## src/rtl/wide_add_sequencer_pkg.sv

```systemverilog
// Shared constants and state encoding for the wide-word add sequencer.
package wide_add_sequencer_pkg;

    localparam int WORD_W = 16;

    typedef enum logic [1:0] {
        IDLE = 2'd0,
        RUN  = 2'd1,
        DONE = 2'd2
    } state_e;

endpackage

```

## src/rtl/wide_add_sequencer_rca.sv

```systemverilog
// 16-bit ripple-carry adder slice shared by the sequencer.
module ripple_carry_adder
    import wide_add_sequencer_pkg::*;
(
    input  logic [WORD_W-1:0] A,
    input  logic [WORD_W-1:0] B,
    input  logic              cin,
    output logic [WORD_W-1:0] S,
    output logic              cout
);

    logic c;

    always_comb begin
        c = cin;
        S = '0;
        for (int i = 0; i < WORD_W; i++) begin
            S[i] = A[i] ^ B[i] ^ c;
            c    = (A[i] & B[i]) | (c & (A[i] ^ B[i]));
        end
        cout = c;
    end

endmodule

```

## src/rtl/wide_add_sequencer.sv

```systemverilog
// Wide adder built from one 16-bit ripple adder stepped over WORDS slices,
// LSB slice first, with the inter-slice carry held in a flop.
module wide_add_sequencer
    import wide_add_sequencer_pkg::*;
#(
    parameter int WORDS = 4
) (
    input  logic                    clk,
    input  logic                    rst_n,
    input  logic                    start,
    input  logic [WORD_W*WORDS-1:0] A,
    input  logic [WORD_W*WORDS-1:0] B,
    input  logic                    cin,
    output logic                    busy,
    output logic                    done,
    output logic [WORD_W*WORDS-1:0] S,
    output logic                    cout,
    output logic                    ovf
);

    localparam int W     = WORD_W * WORDS;
    localparam int IDX_W = (WORDS > 1) ? $clog2(WORDS) : 1;

    state_e           state_q, state_d;
    logic [IDX_W-1:0] idx_q, idx_d;
    logic [W-1:0]     a_q, a_d, b_q, b_d;
    logic [W-1:0]     acc_q, acc_d, s_q, s_d;
    logic             carry_q, carry_d;
    logic             cout_q, cout_d;
    logic             ovf_q, ovf_d;

    logic [WORD_W-1:0] add_a, add_b, add_s;
    logic              add_co;

    assign add_a = a_q[idx_q*WORD_W +: WORD_W];
    assign add_b = b_q[idx_q*WORD_W +: WORD_W];

    ripple_carry_adder u_rca (
        .A    (add_a),
        .B    (add_b),
        .cin  (carry_q),
        .S    (add_s),
        .cout (add_co)
    );

    always_comb begin
        state_d = state_q;
        idx_d   = idx_q;
        a_d     = a_q;
        b_d     = b_q;
        carry_d = carry_q;
        acc_d   = acc_q;
        s_d     = s_q;
        cout_d  = cout_q;
        ovf_d   = ovf_q;
        case (state_q)
            IDLE: begin
                if (start) begin
                    a_d     = A;
                    b_d     = B;
                    carry_d = cin;
                    idx_d   = '0;
                    state_d = RUN;
                end
            end
            RUN: begin
                acc_d[idx_q*WORD_W +: WORD_W] = add_s;
                carry_d = add_co;
                idx_d   = idx_q + 1'b1;
                // Last slice: publish the full result on the same edge it completes.
                if (idx_q == IDX_W'(WORDS - 1)) begin
                    idx_d   = '0;
                    state_d = DONE;
                    s_d     = acc_d;
                    cout_d  = add_co;
                    ovf_d   = (a_q[W-1] == b_q[W-1]) && (acc_d[W-1] != a_q[W-1]);
                end
            end
            DONE: begin
                state_d = IDLE;
            end
            default: begin
                state_d = IDLE;
            end
        endcase
    end

    always_ff @(posedge clk) begin
        if (!rst_n) begin
            state_q <= IDLE;
            idx_q   <= '0;
            a_q     <= '0;
            b_q     <= '0;
            carry_q <= 1'b0;
            acc_q   <= '0;
            s_q     <= '0;
            cout_q  <= 1'b0;
            ovf_q   <= 1'b0;
        end else begin
            state_q <= state_d;
            idx_q   <= idx_d;
            a_q     <= a_d;
            b_q     <= b_d;
            carry_q <= carry_d;
            acc_q   <= acc_d;
            s_q     <= s_d;
            cout_q  <= cout_d;
            ovf_q   <= ovf_d;
        end
    end

    assign busy = (state_q != IDLE);
    assign done = (state_q == DONE);
    assign S    = s_q;
    assign cout = cout_q;
    assign ovf  = ovf_q;

endmodule

```

## config.mk

```make
export PLATFORM = sky130hd
export DESIGN_NAME = wide_add_sequencer
export DESIGN_NICKNAME = d
export VERILOG_FILES = /design/src/rtl/wide_add_sequencer_pkg.sv /design/src/rtl/wide_add_sequencer_rca.sv /design/src/rtl/wide_add_sequencer.sv
export SDC_FILE = /design/constraint.sdc
export NUM_CORES = 1
export LEC_CHECK = 0
export CORE_ASPECT_RATIO = 0.8
export CORE_UTILIZATION = 48
export CTS_CLUSTER_DIAMETER = 100
export DETAILED_ROUTE_END_ITERATION = 8
export GPL_TIMING_DRIVEN = 0
export PLACE_DENSITY_LB_ADDON = 0.05
export SYNTH_ARGS = -nofsm -noshare
export SYNTH_HDL_FRONTEND = slang
export SYNTH_HIERARCHICAL = 1
export SYNTH_SLANG_ARGS = --single-unit
```

## constraint.sdc

```tcl
create_clock -name clk -period 8.7 [get_ports clk]
set_input_delay 1.74 -clock clk [delete_from_list [all_inputs] [get_ports clk]]
set_output_delay 1.74 -clock clk [all_outputs]
set_load 0.05 [all_outputs]
```

==> results.md <==
- Setup WS pre-CTS: -393 ps
- Required @ worst endpoint: 9090 ps
- HPWL after detailed placement: 25600 µm
- Core box area: 23600 µm²
- Internal power contribution: 0.00207 W
- Leakage: 5.47 nW
- Wire length per cell: 19.4 µm
- WL met3: 2860 µm
- Pin count of the biggest net entering global routing: 14
- Initial Utilization: 49.4%
- Hold violation count in the final report: 0
- EDFF count, synth: 0
- Share of total power in sequential cells: 45.4%
- Relative slew margins: 44.7%
- Synthesized netlist cell count: 1254
- Power spent charging and discharging nets: 0.000731 W
- Syn_nets: 1408
- Aggregate global routing overflow: 0
- Placement row count: 50
- Register area: 5270 µm²
- Area taken by multi-input logic gates: 5650 µm²
- Tightest hold margin: 451 ps
- Run status: completed
- RSZ-0062 raised after global routing: no
- Count of inserted antenna diode cells: 0
- Remaining antenna violation count: 0
- Total number of vias: 10000
- Synth top area share: 45.2%
- Die height: 141 µm
- CTS clock-pin slew for the worst setup and hold paths: 60 ps
- Clock Path Buffers: 3
- Min Clock Period, post-route: 8420 ps
- Fraction of registers with async set or reset after synthesis: 0%
- Post-synthesis instance area: 11600 µm²
- Number of cells on the worst hold path: 2
- Worst EP arrival: 8810 ps
- Violation count after the first detailed-route iteration: 832
- Global placement routability congestion: 0.837
- Number of clock buffers inserted by TritonCTS: 26
- Worst min-delay path class: reg2reg
- Number of top-level design ports: 200
- Slowest CP cell: mux4_2
- Global-route usage over all layers: 28.5%
- Detailed-routing wirelength on met1: 17100 µm
- Yosys synthesis warning count: 6
- Top area cells in the synthesized netlist: dfxtp_1 (45%), nand2_1 (8.3%), a21boi_1 (6.4%), mux4_2 (6.2%), nor2b_1 (6.2%)
- Mean cell area of the mapped netlist: 9.29 µm²
- CP Max Fanout: 10
- Startpoint-to-endpoint class of the critical path: reg2reg
- Clock root buffer: clkbuf_16
- Clock power frac: 40.0%
- Number of nets in the layout: 1638
- Uppermost layer routed: met4
- Leading cell type by number of instances after synthesis: dfxtp_1
- Die X-Extent: 176 µm
- Post-Place Cell Area: 14000 µm²
- Post-route design area: 14900 µm²
- Post-route core utilization: 63.4%
- Number of antenna violations at the first check in global routing: 0
- Count of H-tree levels built during CTS: 1
- Final setup viols: 0
- Power density of the placed cells: 187 nW/µm²
- Length in cells of the worst reg-to-reg path: 26
- Dominant synthesized flop cell: dfxtp_1
- Vias per Instance: 5.55
- Number of clock sinks seen by CTS: 263
- Max_cap viols: 0
- Number of fillers in the final layout: 2070
- Post-synthesis sequential element count: 263
- DRC violations left: 0
- Wire length after detailed routing: 35200 µm
- Most repeated library cell on the critical path: fa_1
- Final setup slack of the worst path: 285 ps
- Fin crit share: 96.7%
- Peak VDD IR: 0.000143 V
- Startpoint type of the worst setup path: register
- Highest attainable clock frequency: 119 MHz
- Global-route wire length before repair: 54400 µm
- Number of global-route vias before repair: 9558
- Number of buffers added to fix hold violations after cts: 0
- Count of buffers inserted at the top-level ports: 198
- Clock tree from TritonCTS: built
- Crit path largest cell delay: 560 ps
- Setup TNS: 0 ps
- Switching share of total power: 26.1%
- Slew of the pin with the lowest slew margin: 829 ps
- Number of distinct standard cells referenced by the synthesized netlist: 37
- Clock network latency to the later pin of the worst-skew pair: 530 ps
- DR WL met2: 14700 µm
- Sort of element at the end of the critical path: register
- Post-synth top cells: dfxtp_1 (263), nand2_1 (258), nor2b_1 (115)
- Die Footprint: 24900 µm²
- Skew final: 7.48 ps
- Register area share after synthesis: 45.2%
- Pins over their slew limit: 0
- Biggest area consumer among synthesized cells: dfxtp_1
- Share of cells above drive strength 1: 10.6%
- Portion of total power attributed to combinational logic: 14.6%
- DRT Pass-1 Iters: 5
- Layout overhead on the synthesized area: 28.3%
[layout make-up]
class	instances	area share, %
Clock buffer	37	5.24
Sequential cell	263	35.2
Multi-Input combinational cell	850	37.8
Timing Repair Buffer	202	13.5
Inverter	13	0.343
Tap cell	312	2.61
Buffer	128	4.94
Clock inverter	6	0.368
[through the flow]
stage / total power (W) / cells
floorplan: 0.00151 / 1254
global placement: 0.00169 / 1764
detailed placement: 0.00169 / 1764
CTS: 0.00280 / 1807
global route: 0.00290 / 1811
finish: 0.00280 / 1811
[critical path: cells and delay by family (launching register included)]
family	cells	cell delay (ps)
AOI/OAI and AO/OA	1	160
muxes	2	780
and+or+nand+nor	1	260
DFF	1	400
buffers and inverters	6	570
adders and majority gates	16	6090
[flip-flops by register name, indices dropped and copies added, names as in the netlist]
register and cells:
ovf 1, S 64, cout 1, b_q 64, idx_q 2, state_q 2
a_q 64, carry_q 1, acc_q 64
[repair_timing]
item                       in CTS  in global routing
buffers inserted                0                  4
setup endpoints to repair       4                  3
gates resized for setup         7                 16
[cells by family after synthesis]
logic type | share of synthesized area (%)
adders and majority gates | 3.39
AOI/OAI and AO/OA | 22.1
muxes | 6.45
and+or+nand+nor | 16.6
buffers and inverters | 6.33
DFF | 45.2
[worst paths after layout]
kind / start / slack [ps] / to
hold reg to reg: b_q[22] / 450 / b_q[22]
hold / removal: b_q[22] / 450 / b_q[22]
setup / recovery: idx_q[0] / 280 / ovf
setup reg to reg: idx_q[0] / 280 / ovf
[metal layers]
| metal | vias to the layer above | global-route usage (%) |
|---|---|---|
| met1 | 4812 | 43.8 |
| met5 | - | 0 |
| li1 | 4800 | - |
| met3 | 46 | 4.18 |
| met4 | 0 | 5.72 |
| met2 | 391 | 42.2 |
[placed cells by master (no fill, tap or decap), drive strengths merged, types with 4 or more instances in the layout]
cell type,n
dfxtp,263
a21oi,113
clkdlybuf4s50,198
buf,74
nand3b,4
clkinv,5
a21boi,130
mux4,32
and2,4
a22oi,16
a32oi,63
and4bb,5
inv,13
fa,16
nor2b,115
clkbuf,95
nand2,258
o21ai,66
ha,6
[power by group through the flow]
stage	Combinational [W]	Clock, W	Sequential, W
global route	0.000440	0.00118	0.00127
CTS	0.000399	0.00113	0.00127
finish	0.000410	0.00112	0.00127
detailed placement	0.000395	0	0.00130
floorplan	0.000222	0	0.00129
global placement	0.000392	0	0.00130
(Power assumes the default switching activity.)
